File: src/rtl/prng_req_arbiter.sv
// Seeding controller and round-robin arbiter for a shared 256-bit xorshift256 generator.
// Latches seeds, pulses the generator set, discards a warm-up run, then hands each
// generator word to at most one requester.
module prng_req_arbiter #(
  parameter int unsigned NREQ   = 4,
  parameter int unsigned WARMUP = 16,
  parameter logic [63:0] ZSUB   = 64'h9E37_79B9_7F4A_7C15
) (
  input  logic              clk,
  input  logic              rst,
  input  logic              reseed,
  input  logic [255:0]      seed_in1,
  input  logic [255:0]      seed_in2,
  output logic [255:0]      gen_seed1,
  output logic [255:0]      gen_seed2,
  output logic              gen_set,
  input  logic [255:0]      gen_result,
  input  logic [NREQ-1:0]   req,
  output logic [NREQ-1:0]   gnt,
  output logic [255:0]      rnd_data,
  output logic              seeded
);

  localparam int unsigned DW    = 256;
  localparam int unsigned LW    = 64;
  localparam int unsigned NLANE = DW / LW;
  localparam int unsigned PW    = $clog2(NREQ);
  localparam int unsigned CW    = 8;

  typedef enum logic [1:0] {
    S_IDLE  = 2'd0,
    S_SEED  = 2'd1,
    S_WARM  = 2'd2,
    S_SERVE = 2'd3
  } state_t;

  state_t          r_state;
  state_t          w_state_nxt;
  logic [CW-1:0]   r_cnt;
  logic [CW-1:0]   w_cnt_nxt;
  logic [PW-1:0]   r_rr;
  logic [PW-1:0]   w_rr_nxt;
  logic [PW-1:0]   w_k;
  logic [PW-1:0]   w_idx;
  logic [PW:0]     w_sum;
  logic [NREQ-1:0] w_elig;
  logic [NREQ-1:0] w_gnt_nxt;
  logic            w_found;
  logic            w_arb;
  logic [DW-1:0]   w_seed1_sub;

  // State register and warm-up counter
  always_ff @(posedge clk) begin
    if (rst) begin
      r_state <= S_IDLE;
      r_cnt   <= '0;
    end else begin
      r_state <= w_state_nxt;
      r_cnt   <= w_cnt_nxt;
    end
  end

  // Next-state logic; reseed restarts seeding from any state
  always_comb begin
    w_state_nxt = r_state;
    w_cnt_nxt   = r_cnt;
    if (reseed) begin
      w_state_nxt = S_SEED;
    end else begin
      case (r_state)
        S_IDLE: w_state_nxt = S_IDLE;
        S_SEED: begin
          if (WARMUP > 0) begin
            w_state_nxt = S_WARM;
            w_cnt_nxt   = CW'(WARMUP - 1);
          end else begin
            w_state_nxt = S_SERVE;
          end
        end
        S_WARM: begin
          if (r_cnt == '0) w_state_nxt = S_SERVE;
          else             w_cnt_nxt   = r_cnt - CW'(1);
        end
        S_SERVE: w_state_nxt = S_SERVE;
        default: w_state_nxt = S_IDLE;
      endcase
    end
  end

  // Output logic: zero-lane seed substitution and round-robin pick
  always_comb begin
    w_seed1_sub = seed_in1;
    for (int l = 0; l < int'(NLANE); l++) begin
      if ((seed_in1[l*LW +: LW] == '0) && (seed_in2[l*LW +: LW] == '0))
        w_seed1_sub[l*LW +: LW] = ZSUB;
    end

    // Last cycle's grantee is masked so a one-cycle-late req drop cannot double-grant
    w_elig    = req & ~gnt;
    w_gnt_nxt = '0;
    w_found   = 1'b0;
    w_idx     = '0;
    w_sum     = '0;
    w_k       = '0;
    for (int i = 0; i < int'(NREQ); i++) begin
      w_sum = {1'b0, r_rr} + (PW+1)'(i);
      if (w_sum >= (PW+1)'(NREQ)) w_sum = w_sum - (PW+1)'(NREQ);
      w_k = w_sum[PW-1:0];
      if (!w_found && w_elig[w_k]) begin
        w_found        = 1'b1;
        w_gnt_nxt[w_k] = 1'b1;
        w_idx          = w_k;
      end
    end
    w_rr_nxt = (w_idx == PW'(NREQ - 1)) ? '0 : w_idx + PW'(1);
    w_arb    = (r_state == S_SERVE) && !reseed && w_found;
  end

  // Output registers
  always_ff @(posedge clk) begin
    if (rst) begin
      gen_seed1 <= '0;
      gen_seed2 <= '0;
      gen_set   <= 1'b0;
      gnt       <= '0;
      rnd_data  <= '0;
      seeded    <= 1'b0;
      r_rr      <= '0;
    end else begin
      gen_set <= reseed;
      seeded  <= (w_state_nxt == S_SERVE);
      if (reseed) begin
        gen_seed1 <= w_seed1_sub;
        gen_seed2 <= seed_in2;
      end
      if (w_arb) begin
        gnt      <= w_gnt_nxt;
        rnd_data <= gen_result;
        r_rr     <= w_rr_nxt;
      end else begin
        gnt <= '0;
      end
    end
  end

endmodule
File: config.mk
export PLATFORM = sky130hd
export DESIGN_NAME = prng_req_arbiter
export DESIGN_NICKNAME = d
export VERILOG_FILES = /design/src/rtl/prng_req_arbiter.sv
export SDC_FILE = /design/constraint.sdc
export NUM_CORES = 1
export LEC_CHECK = 0
export ABC_AREA = 0
export BUFFER_PORTS_ARGS = -buffer_cell sky130_fd_sc_hd__clkbuf_2
export CORE_AREA = 4 4 595 597
export CTS_CLUSTER_SIZE = 14
export DETAILED_ROUTE_END_ITERATION = 8
export DIE_AREA = 0 0 599 601
export GPL_TIMING_DRIVEN = 0
export PLACE_DENSITY_LB_ADDON = 0.05
export SLEW_MARGIN = 20
export SYNTH_ARGS = -nofsm -noshare
export SYNTH_HDL_FRONTEND = slang
export SYNTH_SLANG_ARGS = --single-unit
File: constraint.sdc
create_clock -name clk -period 4.9 [get_ports clk]
set_input_delay 0.735 -clock clk [delete_from_list [all_inputs] [get_ports clk]]
set_output_delay 0.735 -clock clk [all_outputs]
set_load 0.01 [all_outputs]
# After elaboration in Yosys (flattened, before gate mapping)
# Cells that the tools add are included.
[totals]
in_bits = 775
mem_count = 0
latch_bits = 0
ff_bits = 786
romBits = 0
output_inout_bits = 774
ram_bits = 0
[classes]
n_bitwise = 7
div = 0
reduce_logical = 30
magnitude_cmp = 12
mux = 42
add_sub_neg = 9
shift = 0
multipliers = 0
n_eq_ne = 6
[op_table]
columns = ["cell", "n"]
rows = [
  ["$logic_not A64 Y1", 8],
  ["$mux W64", 4],
  ["$mux W2", 11],
  ["$mux W4", 4],
  ["$pmux W8 S2", 1],
  ["$logic_and A1 B1 Y1", 13],
  ["$lt A2 B3 Y1 const B", 4],
  ["$mux W1", 12],
  ["$or A4 B4 Y4", 3],
  ["$ge A3 B3 Y1 const B", 3],
  ["$bmux W1 S2", 4],
  ["$demux W1 S2", 4],
  ["$eq A2 B2 Y1 const B", 4],
  ["$ge A2 B1 Y1 const B", 4],
  ["$logic_not A8 Y1", 1],
  ["$mux W8", 1],
  ["$pmux W2 S4", 1],
  ["$sub A2 B1 Y2 const B", 4],
  ["$sub A8 B1 Y8 const B", 1],
  ["$add A2 B2 Y3 const B", 2],
  ["$and A4 B4 Y4", 1],
  ["$logic_not A1 Y1", 4],
  ["$not A4 Y4", 1],
  ["$add A2 B1 Y3 const B", 1],
  ["9 further kinds", 10],
]

# Depth between registers and ports, before layout
# Gate-level depths: netlist of the first run.
[logic_depth]
word_depth = 17
ltp_mapped = 10
depth_no_buf = 8

# Worst setup path after synthesis of the first run
# OpenSTA, ideal clock, no wires.
[synth_timing]
path_kind = "input port to flip-flop"
from = "input port req[0]"
to = "register r_rr[1]"
arrival_time_ns = 2.210
stages = 7
slack_ns = 2.602
required_ns = 4.812
cell_sequence = "nor2b_2 > mux4_2 > nor2b_2 > buf_6 > a21oi_2 > or3_1 > a311oi_2"
[synth_between]
elab_chain_cells = 15
word_cells_on_any_way = 27
classes_between = "1 x add/sub; 1 x eq/ne; 17 x mux; 1 x bitwise; 7 x reduce/logical"
[synth_lines]
columns = ["item", "line", "text"]
rows = [
  ["start, declared", "18", "input logic [NREQ-1:0] req,"],
  ["$and A4 B4 Y4 (*)", "99", "w_elig = req & ~gnt;"],
  ["$bmux W1 S2", "109", "if (!w_found && w_elig[w_k]) begin"],
  ["$mux W1 (not written as such)", "109", ""],
  ["$mux W1", "109", ""],
  ["$logic_not A1 Y1", "109", ""],
  ["$logic_and A1 B1 Y1", "109", ""],
  ["$mux W1", "109", ""],
  ["$logic_not A1 Y1", "109", ""],
  ["$logic_and A1 B1 Y1", "109", ""],
  ["$mux W1", "109", ""],
  ["$logic_not A1 Y1", "109", ""],
  ["$logic_and A1 B1 Y1", "109", ""],
  ["$mux W2", "109", ""],
  ["$add A2 B1 Y2 / $eq A2 B2 Y1 (equally long branches)", "115", "w_rr_nxt = (w_idx == PW'(NREQ - 1)) ? '0 : w_idx + PW'(1);"],
  ["$mux W2", "115", ""],
  ["end signal, assigned", "139", "r_rr <= w_rr_nxt;"],
  ["end, declared", "41", "logic [PW-1:0] r_rr;"],
]
# Mark *: on every way between the ends. The rest lies on a longest branch, timed or not. The select of a mux whose other input is x is not followed.
# A chain may end at the register's enable or synchronous reset.

# Worst setup path in the final report of the first run
[layout_timing]
from = "input port seed_in2[20]"
to = "register gen_seed1[49]"
[layout_between]
elab_chain_cells = 3
[layout_lines]
columns = ["item", "line", "text"]
rows = [
  ["start, declared", "13", "input logic [255:0] seed_in2,"],
  ["$logic_not A64 Y1", "94", "if ((seed_in1[l*LW +: LW] == '0) && (seed_in2[l*LW +: LW] == '0))"],
  ["$logic_and A1 B1 Y1", "94", ""],
  ["$mux W64", "94", ""],
  ["end signal, assigned", "133", "gen_seed1 <= w_seed1_sub;"],
  ["end, declared", "14", "output logic [255:0] gen_seed1,"],
]
# Every way passes these cells.

==> results of run 1 <==
-- cells in the final DEF (no fill, tap or decap), types with 35 or more instances in the layout --
cell type,count
dfxtp_1,786
nor2_1,525
mux2i_1,362
nand2_1,519
a211oi_1,154
nor4_1,132
clkbuf_8,35
a21oi_1,421
clkbuf_2,1559
buf_2,76
clkbuf_16,124
dlygate4sd3_1,70
clkbuf_1,167
-- synth_stat cells, types with 5 or more instances --
master | n | share of area [%]
nor2_1 | 525 | 6.7
nand2b_1 | 7 | 0.15
buf_1 | 22 | 0.28
a21oi_1 | 421 | 7.2
nor4_1 | 140 | 3.0
inv_1 | 6 | 0.077
nand2_1 | 519 | 6.6
nand3_1 | 8 | 0.14
ha_1 | 11 | 0.47
clkbuf_1 | 155 | 2.0
or3_1 | 5 | 0.11
a211oi_1 | 154 | 3.9
mux2i_1 | 362 | 12
nand4_1 | 33 | 0.70
dfxtp_1 | 786 | 54
buf_2 | 74 | 1.3
-- kinds of logic (layout without fill, tap and decap cells) --
kind of cell / after synthesis / in the layout / share of synthesized area, %
other: 0 / 28 / 0
multiplexers: 364 / 364 / 12.5
AND/OR/NAND/NOR: 1251 / 1251 / 17.8
adder cells (fa/ha/maj): 11 / 11 / 0.469
AO/OA/AOI/OAI: 597 / 597 / 11.8
buffers and inverters: 260 / 2120 / 3.70
flip-flops: 786 / 786 / 53.6
XOR/XNOR: 4 / 4 / 0.119
-- per-stage QoR --
| stage | utilization, % | setup slack, ns | area, sq um | TNS (ns) |
|---|---|---|---|---|
| after floorplan | - | 2.60 | 29300 | 0 |
| after global placement | 12.3 | -1.16 | 42800 | -138.33 |
| after detailed placement | 12.4 | 0.403 | 43100 | 0 |
| after CTS | 13.7 | 1.34 | 47900 | 0 |
| after global routing | 13.8 | 1.29 | 47900 | 0 |
| final | 13.8 | 1.55 | 48000 | 0 |
-- power by group through the flow --
stage	clock network, W	logic (W)	registers [W]
after detailed placement	0	0.00217	0.00697
final	0.00924	0.00212	0.00683
after global placement	0	0.00217	0.00697
after CTS	0.00981	0.00223	0.00684
after floorplan	0	0.000628	0.00708
after global routing	0.00995	0.00231	0.00687
-- worst min-delay path, stage by stage --
cell	delay, ns
clkbuf_2	0.09
mux2i_1	0.06
nor2_1	0.07
-- cell type report --
| class | instances | area [sq um] | share of cell area (%) |
|---|---|---|---|
| Buffer | 253 | 1080 | 2.24 |
| Sequential cell | 786 | 15700 | 32.8 |
| Tap cell | 4599 | 5750 | 12.0 |
| Timing Repair Buffer | 1633 | 8640 | 18.0 |
| Antenna cell | 28 | 70.1 | 0.146 |
| Inverter | 7 | 28.8 | 0.0600 |
| Clock buffer | 184 | 3680 | 7.67 |
| Multi-Input combinational cell | 2227 | 12600 | 26.2 |
| Clock inverter | 43 | 438 | 0.913 |
-- worst max-delay path by stage --
stage / startpoint / endpoint / slack (ns) / depth (start not counted)
detailed placement: seed_in2[20] / gen_seed1[32] / 0.40 / 9
global route: seed_in2[20] / gen_seed1[57] / 1.29 / 9
global placement: seed_in2[20] / gen_seed1[44] / -1.16 / 8
finish: seed_in2[20] / gen_seed1[49] / 1.55 / 9
CTS: seed_in2[20] / gen_seed1[32] / 1.34 / 9
floorplan: req[0] / r_rr[1] / 2.60 / 7
-- flip-flops by register name (all words and copies together) (netlist names) --
signal and flops:
gen_set 1, gnt 4, gen_seed1 256, seeded 1, r_state 2, r_rr 2
gen_seed2 256, r_cnt 8, rnd_data 256
-- per-layer routing --
layer	share of wire, %	vias up
met5	0.16	-
met4	2.3	58
met1	34	14987
met3	8.7	390
met2	54	1213
li1	-	14901
==> flow_summary.yaml, run 1 <==
floorplanning:
  die_area_sq_mm: 0.360
  die_h_um: 601
  design.core.area_sq_mm: 0.349
  rows: 217
  ioPinCount: 1549
  start_util_pct: 8.41
  die_w_um: 599
clock_tree:
  cts-root-buf: "clkbuf_16"
  ctsResizeCount: 0
  postCtsHoldBufs: 70
  numCtsBuffers: 124
  path_clk_slew_ns: 0.06
  clk_path_buf_depth: 4
  insertion_delay_ns: 0.86
  cts_setup_buffers: 0
  tritoncts: "built"
  clock_sinks: 786
  cts_max_level: 3
global_routing:
  grt_pass1_wl_mm: 333
  met2_usage_pct: 27.1
  grt_util_met3_pct: 5.28
  met1_usage_pct: 13.4
  gr-max-usage-layer: "met2"
  grt_overflow: 0
  grt_pass1_vias: 32725
  grt_usage_pct: 13.7
  grt_max_degree: 18
  antenna_found_initial: 126
power_and_ir_drop:
  switching_power_w: 0.00529
  p_int_w: 0.0129
  power_w: 0.0182
  switching_share_pct: 29.1
  peakVddDrop_mv: 0.296
  power.density_mw_per_mm2: 379
  pwr-share-seq_pct: 37.6
  p_leak_nw: 20.5
  power_frac_comb_pct: 11.6
  p_clk_share_pct: 50.8
worst_setup_path:
  r2r.worst_path.cells: 7
  reg2reg_slack_ns: 1.81
  cp_max_fo: 10
  critPathRequiredTime_ns: 5.65
  crit_path_start_kind: "input port"
  crit_chain: "clkbuf_2, nor4_1, nand4_1, nor4_2, buf_6, buf_2, buf_2, a21oi_1, a211oi_1"
  critPathKind: "in2reg"
  critPathMaxStageDelay_ns: 0.96
  crit-reg2reg-launch: "gnt[3]"
  critPathMostFrequentCell: "buf_2"
  slowest_stage: "nor4_1"
  timing.rr.end: "rnd_data[217]"
  critical_path_buf_inv_count: 4
  crit_family: "simple AND/OR/NAND/NOR gates"
  arrival_ns: 4.09
  crit_path_end_kind: "flip-flop"
detailed_routing:
  wl_per_cell_um: 26.5
  vias: 31549
  routed_wl_mm: 258
  remaining_drc_errors: 0
  detail-route-antenna-nets: 0
  avgViaCountPerCell: 3.23
  drt_first_pass_iters: 5
  drtIter0Drc: 1381
logic_synthesis:
  yosys_warnings: 0
  avgSynthCellArea_sq_um: 8.96
  synth_area_sq_mm: 0.0293
  synthCells: 3273
  synth-edff-count: 0
  ys_seq_area_share_pct: 53.6
  synth_flop_cell: "dfxtp_1"
  ys_async_sr_fraction_pct: 0
  ys_seq_elements: 786
  synth.net_count: 4059
  ys_types: 40
layout:
  fin_cells: 9760
  n_fill_cell: 40253
  area_growth_pct: 63.6
  drive_gt1_share_pct: 36.5
  final_nets: 5818
sta:
  finalHoldViolations: 0
  final.min_clock_period_ns: 3.35
  relSlewSlack_pct: 18.5
  setup_viol: 0
  fmax_mhz: 299
  grt_setup_unrepaired: "false"
  tightest_slew_ns: 1.22
  fin_skew_ns: 0.0460
  finalCritPeriodShare_pct: 68.3
  hold_ws_ns: 0.119
  slew_violations: 0
placed_design:
  detailed_place_hpwl_mm: 219
  port_buffers: 1547
  gp_congestion: 0.810
  numPlacedInstances: 9435
hold_path:
  worstHoldEndpoint: "gen_seed2[141]"
  holdPathStages: 3
  min-delay-start: "seed_in2[141]"
  min_path_type: "in2reg"
run:
  max_cap_violations: 0
status:
  status: "finished, final reports clean"
No activity file was read; power rests on OpenSTA's default activity.
==> run 2: changes to the inputs <==
==> constraint.sdc (replaced) <==
create_clock -name clk -period 3.5 [get_ports clk]
set_input_delay 0.525 -clock clk [delete_from_list [all_inputs] [get_ports clk]]
set_output_delay 0.525 -clock clk [all_outputs]
set_load 0.01 [all_outputs]
==> run 2 against run 1 <==
  * Largest power group unchanged
  * First-iteration DRC count fell by 2.2%
  * Combinational power rose by 73%
  * Critical path depth did not move
  * Critical path type unchanged
==> flow_summary.yaml, run 2 (synthesis results as in run 1) <==
global_routing:
  grt_pass1_vias: 35870
  grt_overflow: 0
  grt_max_degree: 18
  antenna_found_initial: 73
  grt_pass1_wl_mm: 341
  grt_usage_pct: 13.9
sta:
  fmax_mhz: 312
  finalHoldViolations: 0
  final.min_clock_period_ns: 3.21
  slew_violations: 0
  hold_ws_ns: 0.0602
  fin_skew_ns: 0.0518
  relSlewSlack_pct: 19.1
  finalCritPeriodShare_pct: 91.7
  setup_viol: 0
  grt_setup_unrepaired: "false"
  tightest_slew_ns: 1.20
clock_tree:
  clock_sinks: 786
  tritoncts: "built"
  insertion_delay_ns: 0.87
  path_clk_slew_ns: 0.06
  cts-root-buf: "clkbuf_16"
  clk_path_buf_depth: 4
  numCtsBuffers: 124
  cts_max_level: 3
  cts_setup_buffers: 0
layout:
  final_cell_mix: "1559 x clkbuf_2, 786 x dfxtp_1, 740 x dlygate4sd3_1"
  layout_commonest_cell: "clkbuf_2"
  largestRegisters: "gen_seed1 x256, gen_seed2 x256, rnd_data x256"
  design_area_sq_mm: 0.0547
  multi_input_area_sq_mm: 0.0126
  n_fill_cell: 39979
  seq_area_sq_mm: 0.0157
  area_growth_pct: 86.6
  final_nets: 6488
  drive_gt1_share_pct: 32.3
power_and_ir_drop:
  p_leak_nw: 23.3
  power_w: 0.0262
  power.density_mw_per_mm2: 479
  peakVddDrop_mv: 0.417
detailed_routing:
  wl_per_cell_um: 25.0
  detail-route-antenna-nets: 0
  drtIter0Drc: 1350
  remaining_drc_errors: 0
  drt_first_pass_iters: 5
  vias: 33724
  avgViaCountPerCell: 3.23
  routed_wl_mm: 260
worst_setup_path:
  crit_chain: "dlygate4sd3_1, clkbuf_2, nor4_1, nand4_1, nor4_2, buf_2, buf_2, a21oi_1, a211oi_1"
  critical_path_buf_inv_count: 4
  critPathMostFrequentCell: "buf_2"
  crit_family: "buffers and inverters"
  critPathRequiredTime_ns: 4.24
  critPathKind: "in2reg"
  critical_path_cell_count: 9
  cp_max_fo: 10
  arrival_ns: 3.95
  timing.rr.end: "rnd_data[217]"
  critPathMaxStageDelay_ns: 0.62
  reg2reg_slack_ns: 0.57
  crit-reg2reg-launch: "gnt[3]"
  crit_path_start_kind: "input port"
  slowest_stage: "dlygate4sd3_1"
  crit_path_end_kind: "flip-flop"
  startpoint: "seed_in2[193]"
  r2r.worst_path.cells: 7
hold_path:
  min_path_type: "in2reg"
  min-delay-start: "seed_in2[255]"
  worstHoldEndpoint: "gen_seed2[255]"
  holdPathStages: 3
run:
  max_cap_violations: 0
status:
  status: "finished, final reports clean"
floorplanning:
  ioPinCount: 1549
  die_w_um: 599
  die_area_sq_mm: 0.360
  die_h_um: 601
  start_util_pct: 8.41
  design.core.area_sq_mm: 0.349
  rows: 217
placed_design:
  dpl-instance-area_sq_mm: 0.0431
  port_buffers: 1547
  gp_congestion: 0.810
  detailed_place_hpwl_mm: 219
run 2: worst register-to-register path, delay by kind of cell, from the launching register on:
family,cells,cell delay (ns)
flip-flops,1,0.32
AND/OR/NAND/NOR,3,0.70
buffers and inverters,2,1.14
AO/OA/AOI/OAI,2,0.73
run 2: layout make-up:
cell class	instances	share of cell area (%)
Clock inverter	43	0.800
Tap cell	4599	10.5
Antenna cell	31	0.142
Timing Repair Buffer	2303	28.1
Inverter	7	0.0526
Sequential cell	786	28.8
Clock buffer	184	6.72
Buffer	253	1.97
Multi-Input combinational cell	2227	23.0
run 2: power breakdown:
group	internal, W	switching [W]	leakage, nW
clock network	0.00766	0.00530	2.03
registers	0.00935	0.000222	6.45
logic	0.00155	0.00212	14.8
total	0.0186	0.00764	23.3
run 2: metrics by stage:
step | TNS (ns) | utilization (%) | worst slack (ns) | std cells
2_1_floorplan | 0 | - | 1.23 | 3273
5_1_grt | 0 | 15.7 | 0.137 | 10424
3_3_place_gp | -843.93 | 12.3 | -2.35 | 9419
6_report | 0 | 15.7 | 0.291 | 10433
4_1_cts | 0 | 15.7 | 0.0596 | 10402
3_5_place_dp | -42.25 | 12.4 | -0.787 | 9435
run 2: how the worst max path moves through the flow:
| stage | endpoint |
|---|---|
| after floorplan | r_rr[1] |
| after global placement | gen_seed1[44] |
| after detailed placement | gen_seed1[32] |
| after CTS | gen_seed1[235] |
| after global routing | gen_seed1[57] |
| final | gen_seed1[235] |
run 2: routing by layer:
metal | vias to the layer above | track usage [%] | part of all wire (%)
li1 | 16244 | - | -
met1 | 16014 | 14.1 | 36
met2 | 1154 | 27.4 | 55
met3 | 290 | 4.39 | 7.4
met4 | 22 | 2.47 | 1.9
met5 | - | 0 | 0.053
run 2: what timing repair did:
item	CTS	global route
gates resized for setup	0	3
endpoints found under the setup margin	0	11
hold buffers	740	0
endpoints found under the hold margin	740	0
